**config.mk**
```make
export PLATFORM = sky130hd
export DESIGN_NAME = uart_ctrl
export DESIGN_NICKNAME = d
export VERILOG_FILES = /design/src/rtl/uart_ctrl.sv
export SDC_FILE = /design/constraint.sdc
export NUM_CORES = 1
export LEC_CHECK = 0
export CORE_MARGIN = 10
export CORE_UTILIZATION = 41
export CTS_BUF_LIST = sky130_fd_sc_hd__clkbuf_8
export DETAILED_ROUTE_END_ITERATION = 8
export PLACE_DENSITY = 0.71
export SETUP_SLACK_MARGIN = 0.05
export SKIP_LAST_GASP = 1
export SYNTH_ARGS = -nofsm -noshare
export SYNTH_HDL_FRONTEND = slang
export SYNTH_SLANG_ARGS = --single-unit
```
**constraint.sdc**
```tcl
create_clock -name sclk -period 5.03 [get_ports sclk]
set_input_delay 1.006 -clock sclk [delete_from_list [all_inputs] [get_ports sclk]]
set_output_delay 1.006 -clock sclk [all_outputs]
set_load 0.02 [all_outputs]
```
**src/rtl/uart_ctrl.sv**
```systemverilog
// uart_ctrl - bus-side controller for the UART core.
//
// Buffers CPU transmit and receive bytes in two circular FIFOs and runs the
// strobe/acknowledge handshake with the UART core, so the CPU never has to
// touch ss/busy/rec_valid/rr directly. The core's busy and rec_valid are
// generated on its own bit clock and are brought into sclk through 2-flop
// synchronisers before any use.
//
// Register map (addr): 0 TXDATA (W), 1 RXDATA (R, pops), 2 STATUS (R,
// clears the sticky error bits), 3 CTRL (R/W only with UART_CTRL_IRQ_EN).
// STATUS = {0, tx_active, tx_ovf, rx_ovr, rx_full, rx_empty, tx_empty, tx_full}
//
// Optional feature macro: UART_CTRL_IRQ_EN (CTRL register + level irq).
// Without it CTRL reads 0x00 and irq is tied low.
//
// Ports:
//   sclk, reset      system clock; asynchronous active-low reset
//   addr, wdata      register select and write data
//   we, re           single-cycle write / read strobes
//   rdata            registered read data, valid the cycle after re
//   irq              level interrupt
//   u_ss, u_data     send strobe and transmit byte to the core
//   u_busy           core transmit busy (asynchronous)
//   u_rec_data       core received byte
//   u_rec_valid      core receive valid (asynchronous)
//   u_rr             receive-acknowledge pulse to the core
module uart_ctrl #(
   parameter int FIFO_AW = 3
) (
   input  logic       sclk,
   input  logic       reset,
   input  logic [1:0] addr,
   input  logic [7:0] wdata,
   input  logic       we,
   input  logic       re,
   output logic [7:0] rdata,
   output logic       irq,
   output logic       u_ss,
   output logic [7:0] u_data,
   input  logic       u_busy,
   input  logic [7:0] u_rec_data,
   input  logic       u_rec_valid,
   output logic       u_rr
);

   localparam int DEPTH = 1 << FIFO_AW;
   localparam logic [FIFO_AW:0] FULL_CNT = (FIFO_AW+1)'(DEPTH);
   localparam logic [1:0] A_TX = 2'd0, A_RX = 2'd1, A_STATUS = 2'd2, A_CTRL = 2'd3;

   typedef enum logic [2:0] {
      TX_IDLE, TX_SETUP, TX_STROBE1, TX_STROBE2, TX_WAITB, TX_WAITD
   } tx_state_t;
   typedef enum logic [2:0] {
      RX_IDLE, RX_CAPTURE, RX_ACK1, RX_ACK2, RX_WAITL
   } rx_state_t;

   tx_state_t tx_state_reg, tx_state_next;
   rx_state_t rx_state_reg, rx_state_next;

   logic busy_meta_reg, sbusy_reg, valid_meta_reg, svalid_reg;

   logic [7:0]         tx_mem [DEPTH];
   logic [7:0]         rx_mem [DEPTH];
   logic [FIFO_AW-1:0] tx_wptr_reg, tx_rptr_reg, rx_wptr_reg, rx_rptr_reg;
   logic [FIFO_AW:0]   tx_cnt_reg, tx_cnt_next, rx_cnt_reg, rx_cnt_next;
   logic tx_full, tx_empty, rx_full, rx_empty, tx_active;
   logic tx_push, tx_pop, rx_push, rx_pop;
   logic wr_tx, rd_rx, rd_status;
   logic tx_ovf_reg, tx_ovf_next, rx_ovr_reg, rx_ovr_next;
   logic ss_next, rr_next;
   logic [7:0] status, ctrl_rd, rdata_next;

   assign tx_full   = (tx_cnt_reg == FULL_CNT);
   assign tx_empty  = (tx_cnt_reg == '0);
   assign rx_full   = (rx_cnt_reg == FULL_CNT);
   assign rx_empty  = (rx_cnt_reg == '0);
   assign tx_active = (tx_state_reg != TX_IDLE);

   assign wr_tx     = we && (addr == A_TX);
   assign rd_rx     = re && (addr == A_RX);
   assign rd_status = re && (addr == A_STATUS);

   // A push into a full FIFO is accepted only when a pop frees a slot in the
   // same cycle; a pop on an empty FIFO never happens.
   assign tx_push = wr_tx && (!tx_full || tx_pop);
   assign rx_pop  = rd_rx && !rx_empty;
   assign rx_push = (rx_state_reg == RX_CAPTURE) && (!rx_full || rx_pop);

   assign status = {1'b0, tx_active, tx_ovf_reg, rx_ovr_reg,
                    rx_full, rx_empty, tx_empty, tx_full};

   // TX handshake: load, one setup cycle, two strobe cycles, then follow busy.
   always_comb begin
      tx_state_next = tx_state_reg;
      tx_pop        = 1'b0;
      case (tx_state_reg)
         TX_IDLE:    if (!tx_empty) begin
                        tx_pop        = 1'b1;
                        tx_state_next = TX_SETUP;
                     end
         TX_SETUP:   tx_state_next = TX_STROBE1;
         TX_STROBE1: tx_state_next = TX_STROBE2;
         TX_STROBE2: tx_state_next = TX_WAITB;
         TX_WAITB:   if (sbusy_reg) tx_state_next = TX_WAITD;
         TX_WAITD:   if (!sbusy_reg) tx_state_next = TX_IDLE;
         default:    tx_state_next = TX_IDLE;
      endcase
      // Strobe is registered from the next state so it leaves a flop cleanly.
      ss_next = (tx_state_next == TX_STROBE1) || (tx_state_next == TX_STROBE2);
   end

   // RX handshake: capture, two acknowledge cycles, wait for valid to drop.
   always_comb begin
      rx_state_next = rx_state_reg;
      case (rx_state_reg)
         RX_IDLE:    if (svalid_reg) rx_state_next = RX_CAPTURE;
         RX_CAPTURE: rx_state_next = RX_ACK1;
         RX_ACK1:    rx_state_next = RX_ACK2;
         RX_ACK2:    rx_state_next = RX_WAITL;
         RX_WAITL:   if (!svalid_reg) rx_state_next = RX_IDLE;
         default:    rx_state_next = RX_IDLE;
      endcase
      rr_next = (rx_state_next == RX_ACK1) || (rx_state_next == RX_ACK2);
   end

   always_comb begin
      tx_cnt_next = tx_cnt_reg;
      if (tx_push && !tx_pop) tx_cnt_next = tx_cnt_reg + (FIFO_AW+1)'(1);
      else if (!tx_push && tx_pop) tx_cnt_next = tx_cnt_reg - (FIFO_AW+1)'(1);
      rx_cnt_next = rx_cnt_reg;
      if (rx_push && !rx_pop) rx_cnt_next = rx_cnt_reg + (FIFO_AW+1)'(1);
      else if (!rx_push && rx_pop) rx_cnt_next = rx_cnt_reg - (FIFO_AW+1)'(1);
      // A set event in the same cycle as a STATUS read wins over the clear.
      tx_ovf_next = (wr_tx && tx_full && !tx_pop) ? 1'b1 :
                    (rd_status ? 1'b0 : tx_ovf_reg);
      rx_ovr_next = ((rx_state_reg == RX_CAPTURE) && rx_full && !rx_pop) ? 1'b1 :
                    (rd_status ? 1'b0 : rx_ovr_reg);
      case (addr)
         A_RX:     rdata_next = rx_empty ? 8'h00 : rx_mem[rx_rptr_reg];
         A_STATUS: rdata_next = status;
         A_CTRL:   rdata_next = ctrl_rd;
         default:  rdata_next = 8'h00;
      endcase
   end

   always_ff @(posedge sclk or negedge reset) begin
      if (!reset) begin
         tx_state_reg <= TX_IDLE;
         rx_state_reg <= RX_IDLE;
         u_ss         <= 1'b0;
         u_rr         <= 1'b0;
      end else begin
         tx_state_reg <= tx_state_next;
         rx_state_reg <= rx_state_next;
         u_ss         <= ss_next;
         u_rr         <= rr_next;
      end
   end

   always_ff @(posedge sclk or negedge reset) begin
      if (!reset) begin
         busy_meta_reg  <= 1'b0;
         sbusy_reg      <= 1'b0;
         valid_meta_reg <= 1'b0;
         svalid_reg     <= 1'b0;
         tx_wptr_reg    <= '0;
         tx_rptr_reg    <= '0;
         rx_wptr_reg    <= '0;
         rx_rptr_reg    <= '0;
         tx_cnt_reg     <= '0;
         rx_cnt_reg     <= '0;
         tx_ovf_reg     <= 1'b0;
         rx_ovr_reg     <= 1'b0;
         u_data         <= 8'h00;
         rdata          <= 8'h00;
      end else begin
         busy_meta_reg  <= u_busy;
         sbusy_reg      <= busy_meta_reg;
         valid_meta_reg <= u_rec_valid;
         svalid_reg     <= valid_meta_reg;
         if (tx_push) tx_wptr_reg <= tx_wptr_reg + FIFO_AW'(1);
         if (tx_pop)  tx_rptr_reg <= tx_rptr_reg + FIFO_AW'(1);
         if (rx_push) rx_wptr_reg <= rx_wptr_reg + FIFO_AW'(1);
         if (rx_pop)  rx_rptr_reg <= rx_rptr_reg + FIFO_AW'(1);
         tx_cnt_reg     <= tx_cnt_next;
         rx_cnt_reg     <= rx_cnt_next;
         tx_ovf_reg     <= tx_ovf_next;
         rx_ovr_reg     <= rx_ovr_next;
         if (tx_pop) u_data <= tx_mem[tx_rptr_reg];
         if (re)     rdata  <= rdata_next;
      end
   end

   // FIFO storage carries no reset so it maps onto plain RAM.
   always_ff @(posedge sclk) begin
      if (tx_push) tx_mem[tx_wptr_reg] <= wdata;
      if (rx_push) rx_mem[rx_wptr_reg] <= u_rec_data;
   end

`ifdef UART_CTRL_IRQ_EN
   logic [2:0] ctrl_reg;
   logic       irq_reg, irq_next;

   assign ctrl_rd  = {5'b0, ctrl_reg};
   assign irq_next = (ctrl_reg[0] & !rx_empty) |
                     (ctrl_reg[1] & tx_empty & !tx_active) |
                     (ctrl_reg[2] & (rx_ovr_reg | tx_ovf_reg));
   assign irq      = irq_reg;

   always_ff @(posedge sclk or negedge reset) begin
      if (!reset) begin
         ctrl_reg <= 3'b000;
         irq_reg  <= 1'b0;
      end else begin
         if (we && (addr == A_CTRL)) ctrl_reg <= wdata[2:0];
         irq_reg <= irq_next;
      end
   end
`else
   assign ctrl_rd = 8'h00;
   assign irq     = 1'b0;
`endif

endmodule

```
# Yosys cells after proc, flatten, opt, wreduce, memory -nomap -nowiden
# Memory sizes are Yosys's and may differ from the RTL's. A register that Yosys moved wholly into a read port is not among the register bits.
# Cells that the tools add are included.
[op_classes]
muxes = 22
n_addsub = 8
n_reduce_logical = 36
eq_ne = 17
[op_table]
columns = ["cell", "count"]
rows = [
  ["$eq A3 B2 Y1 const B", 8],
  ["$pmux W3 S6", 1],
  ["$mux W4", 4],
  ["$pmux W8 S2", 1],
  ["$mux W3", 5],
  ["$pmux W3 S5", 1],
  ["$logic_and A1 B1 Y1", 14],
  ["$add A3 B1 Y3 const B", 4],
  ["$eq A3 B3 Y1 const B", 3],
  ["$mux W1", 9],
  ["$add A4 B1 Y4 const B", 2],
  ["$eq A4 B4 Y1 const B", 2],
  ["$logic_not A1 Y1", 8],
  ["$logic_not A4 Y1", 2],
  ["$mux W8", 1],
  ["$reduce_bool A2 Y1", 4],
  ["$sub A4 B1 Y4 const B", 2],
  ["$eq A3 B1 Y1 const B", 2],
  ["$logic_not A3 Y1", 2],
  ["$logic_or A1 B1 Y1", 4],
  ["$reduce_bool A3 Y1", 1],
  ["$eq A2 B1 Y1 const B", 1],
  ["$eq A2 B2 Y1 const B", 1],
  ["$logic_not A2 Y1", 1],
]
[totals]
mem_count = 2
ram_bits = 128
regBits = 42
[memory_table]
columns = ["name", "words", "width", "read_ports", "rd_ports_with_merged_regs", "write_ports", "line", "rtl"]
rows = [
  ["rx_mem", 8, 8, 1, 0, 1, "63", "logic [7:0] rx_mem [DEPTH];"],
  ["tx_mem", 8, 8, 1, 1, 1, "62", "logic [7:0] tx_mem [DEPTH];"],
]

# Logic depth before layout (Yosys ltp)
[depth]
word_depth = 9
depth_mapped = 12

# Worst setup path after synthesis
# OpenSTA, ideal clock, no wires.
[synth_timing]
kind = "input to register"
startpoint = "input port addr[1]"
endpoint = "register rx_cnt_reg[3]"
stages = 11
t_arrival_ns = 2.909
path_slack_ns = 1.985
required_time_ns = 4.894
path_buffers = 0
path_cell_list = "inv_1 > ha_1 > nand2_1 > a21oi_1 > inv_1 > ha_1 > inv_1 > ha_1 > a21o_1 > a2111oi_0 > o31ai_1"
[synth_between]
elab_chain_cells = 8
elab_cells_between_ends = 11
[synth_rtl]
columns = ["item", "line", "rtl"]
rows = [
  ["from (decl)", "32", "input logic [1:0] addr,"],
  ["$eq A2 B1 Y1 (*)", "80", "assign rd_rx = re && (addr == A_RX);"],
  ["$logic_and A1 B1 Y1 (*)", "80", ""],
  ["$logic_and A1 B1 Y1 (*)", "86", "assign rx_pop = rd_rx && !rx_empty;"],
  ["$logic_or A1 B1 Y1", "87", "assign rx_push = (rx_state_reg == RX_CAPTURE) && (!rx_full || rx_pop);"],
  ["$logic_and A1 B1 Y1", "87", ""],
  ["$logic_not A1 Y1", "132", "else if (!rx_push && rx_pop) rx_cnt_next = rx_cnt_reg - (FIFO_AW+1)'(1);"],
  ["$logic_and A1 B1 Y1", "132", ""],
  ["$reduce_bool A2 Y1 (no source line)", "n/a", ""],
  ["to (signal assigned)", "186", "rx_cnt_reg <= rx_cnt_next;"],
  ["to (decl)", "65", "logic [FIFO_AW:0] tx_cnt_reg, tx_cnt_next, rx_cnt_reg, rx_cnt_next;"],
]
# Mark *: on every way between the ends. The rest lies on a longest branch, timed or not.
# A chain may end at the register's enable or synchronous reset.

# Final worst setup path
[layout_timing]
startpoint = "register tx_state_reg[1]"
endpoint = "register tx_cnt_reg[3]"
[layout_between]
elab_chain_cells = 7
elab_cells_between_ends = 10
[layout_rtl]
columns = ["item", "line", "rtl"]
rows = [
  ["from (decl)", "57", "tx_state_t tx_state_reg, tx_state_next;"],
  ["from (signal assigned)", "153", "tx_state_reg <= tx_state_next;"],
  ["$logic_not A3 Y1 (*)", "96", "case (tx_state_reg)"],
  ["$mux W1 (*)", "96", ""],
  ["$logic_or A1 B1 Y1", "85", "assign tx_push = wr_tx && (!tx_full || tx_pop);"],
  ["$logic_and A1 B1 Y1", "85", ""],
  ["$logic_not A1 Y1", "129", "else if (!tx_push && tx_pop) tx_cnt_next = tx_cnt_reg - (FIFO_AW+1)'(1);"],
  ["$logic_and A1 B1 Y1", "129", ""],
  ["$reduce_bool A2 Y1 (no source line)", "n/a", ""],
  ["to (signal assigned)", "185", "tx_cnt_reg <= tx_cnt_next;"],
  ["to (decl)", "65", ""],
]
# Marked as above.

==> parameters.txt <==
Parameter                              Value

Outcome
  Run status    complete, no violations

Logic synthesis
  Count of unique library cells instantiated by Yosys    43
  Cell count after synthesis    408
  Share of synthesized registers carrying an async set or reset    28.09%
  Yosys Warn Count    0
  Top cells by area in the synthesized netlist    sky130_fd_sc_hd__edfxtp_1, sky130_fd_sc_hd__dfrtp_1, sky130_fd_sc_hd__mux4_2, sky130_fd_sc_hd__mux2i_1, sky130_fd_sc_hd__ha_1
  Synth top area share    53.54%
  Sequential cell area fraction in the yosys report    70.97%
  Prevailing post-synth register cell    sky130_fd_sc_hd__edfxtp_1
  Cell area after synthesis    7179 um2
  Number of synthesized register bits    178
  Synth area leader    sky130_fd_sc_hd__edfxtp_1
  Net count after synthesis    447
  Number of enable flip-flop cells after synthesis    128
  Mean Syn Cell Area    17.60 um2
  Commonest cells in the netlist    sky130_fd_sc_hd__edfxtp_1, sky130_fd_sc_hd__dfrtp_1, sky130_fd_sc_hd__mux4_2
  Most frequent cell after synthesis    sky130_fd_sc_hd__edfxtp_1

Floorplanning
  Count of pins on the block boundary    43
  Die W    152.3 um
  Cell row count    48
  Core Footprint    17240 um2
  Die boundary height    152.3 um
  Initial Utilization    41.65%
  Die area    23200 um2

Route
  Pre-antenna DRT Iters    4
  Number of DRC markers in iteration 0    316
  Vias/cell    5.320
  Residual DRC count    0
  Total wire length    13150 um
  Remaining antenna violation count    0
  Vias after detailed routing    3703
  Detailed-route wire length per cell    18.90 um

GRT
  First-pass GRT wire length    21790 um
  Total overflow reported by the global router    0
  Initial antenna violation count    1
  All-Layer GR Usage    11.85%
  Maximum number of pins on one net before global-route repair    51
  Number of global-route vias before repair    4027

Critical path
  Classification of the worst setup path    flop to flop
  Signal arrival time at the worst endpoint    3760 ps
  Slack of the worst reg-to-reg path    1590 ps
  Setup crit start kind    flop
  Maximum net fanout on the critical path    19
  Reg2Reg Depth    8
  Critical R2R Capture    tx_cnt_reg[3]$_DFFE_PN0P_
  Startpoint of the worst register-to-register path    tx_state_reg[1]$_DFF_PN0_
  CP required    5350 ps
  Category of the worst setup path capture point    flop

Hold path
  Hold Path End    svalid_reg$_DFF_PN0_
  Worst min-delay path category    flop to flop
  Critical hold path startpoint    valid_meta_reg$_DFF_PN0_
  Min-Delay Path Depth    0

Timing
  Max frequency    0.2903 GHz
  Tightest slew margin relative to the limit    23.94%
  Setup tns final    0 ps
  Final number of setup-violating endpoints    0
  Worst slew pin tran    1141 ps
  Final Hold Fails    0
  Worst-case clock skew    14.67 ps
  Minimum period implied by the final worst setup slack    3445 ps
  Unrepaired setup endpoints after global routing    false
  Final Slew Violations    0
  Share of the cycle needed by the critical path after routing    68.48%

Clocking
  Clock buffer depth    2
  Count of clock tree sinks    178
  Cts hold-fix bufs    0
  Number of gates resized after CTS    0
  Source-to-sink clock delay at the later pin of the worst-skew pair    460 ps
  Worst-path clk slew    90 ps
  Number of buffers added by the clock tree synthesis step    17
  CTS HTree Levels    4
  CTS Root Cell    sky130_fd_sc_hd__clkbuf_8
  CTS tree    built
  Buffer count from post-CTS setup fixing    0

Final layout
  Number of nets in the layout    497
  Area growth from synthesis to layout    14.71%
  Largest registers    rx_mem x64, tx_mem x64
  Post-Route Utilization    47.78%
  Antenna diode count    0
  Fraction of final layout cells with drive strength greater than 1    18.26%

Place
  Final weighted congestion in routability-driven placement    0.7814
  Dpl hpwl    8676 um
  Port Buffers    41

Pwr
  Worst-case vdd ir drop    0.2151 mV
  Leak Pwr    0.002855 uW
  Power density relative to cell area    531.1 nW/um2

Run
  Max cap viols    0
-- stage by stage --
step	worst slack [ps]	cell area [um2]	hold slack, ps	instances	power [uW]
2_1_floorplan	1985	7179	331.2	408	3058
3_3_place_gp	1420	7843	336.9	664	3387
3_5_place_dp	1231	7843	341.2	664	3468
4_1_cts	1627	8235	363.5	696	4428
5_1_grt	1201	8235	376.7	696	4656
6_report	1585	8235	360.8	696	4374
-- cells in the final DEF, fill, tap and decap left out, types with 4 or more instances in the layout --
cell                              count
sky130_fd_sc_hd__edfxtp_1           128
sky130_fd_sc_hd__dfrtp_1             50
sky130_fd_sc_hd__clkdlybuf4s50_1     40
sky130_fd_sc_hd__mux4_2              32
sky130_fd_sc_hd__nand2_1             31
sky130_fd_sc_hd__o21ai_0             18
sky130_fd_sc_hd__mux2i_1             18
sky130_fd_sc_hd__clkbuf_8            17
sky130_fd_sc_hd__nor2_1              15
sky130_fd_sc_hd__ha_1                13
sky130_fd_sc_hd__xnor2_1             12
sky130_fd_sc_hd__nor3_1              12
sky130_fd_sc_hd__inv_1               10
sky130_fd_sc_hd__buf_4                6
sky130_fd_sc_hd__nand3_1              4
sky130_fd_sc_hd__o221ai_1             4
sky130_fd_sc_hd__mux2_2               4
sky130_fd_sc_hd__clkinvlp_4           4
sky130_fd_sc_hd__inv_6                4
-- worst max-delay path by stage --
stage	slack (ps)	end	from	cells past startpoint
finish	1590	tx_cnt_reg[3]$_DFFE_PN0P_	tx_state_reg[1]$_DFF_PN0_	8
floorplan	1990	rx_cnt_reg[3]$_DFFE_PN0P_	addr[1]	11
global route	1200	tx_cnt_reg[3]$_DFFE_PN0P_	tx_state_reg[1]$_DFF_PN0_	8
CTS	1630	tx_cnt_reg[3]$_DFFE_PN0P_	tx_state_reg[1]$_DFF_PN0_	8
global placement	1420	rx_cnt_reg[3]$_DFFE_PN0P_	addr[1]	12
detailed placement	1230	rx_cnt_reg[3]$_DFFE_PN0P_	addr[1]	12
-- logic make-up after synthesis --
| kind of cell | share of synthesized area, % |
|---|---|
| buffers and inverters | 1.638 |
| flip-flops | 70.97 |
| adder cells (fa/ha/maj) | 2.823 |
| AO/OA/AOI/OAI | 3.956 |
| other | 0.05223 |
| AND/OR/NAND/NOR | 5.472 |
| multiplexers | 13.38 |
| XOR/XNOR | 1.708 |
-- critical path, cell delays in order, from the launching register on --
cell	delay (ps)
sky130_fd_sc_hd__dfrtp_1	450
sky130_fd_sc_hd__nor3_1	690
sky130_fd_sc_hd__nand2_2	440
sky130_fd_sc_hd__ha_1	360
sky130_fd_sc_hd__inv_1	160
sky130_fd_sc_hd__ha_1	260
sky130_fd_sc_hd__a21o_2	230
sky130_fd_sc_hd__a2111oi_0	520
sky130_fd_sc_hd__o31ai_1	180
-- metal layers --
layer / wire length, um / global-route usage (%)
met5: 17 / 0
met4: 282 / 5.273
met3: 719 / 3.048
met2: 6810 / 20.15
met1: 5324 / 13.81
-- power breakdown --
group | internal [uW] | total, uW | switching [uW]
Clock | 445 | 959 | 514
Combinational | 680 | 1240 | 558
Sequential | 1820 | 2180 | 359
-- layout make-up --
cell class,count,area (um2)
Clock inverter,15,158.9
Sequential cell,178,5095
Tap cell,225,281.5
Timing Repair Buffer,47,450.4
Clock buffer,17,234.0
Fill cell,1400,9001
Multi-Input combinational cell,205,1982
Inverter,9,33.78
Note: power is estimated with default switching activity, not from simulation.
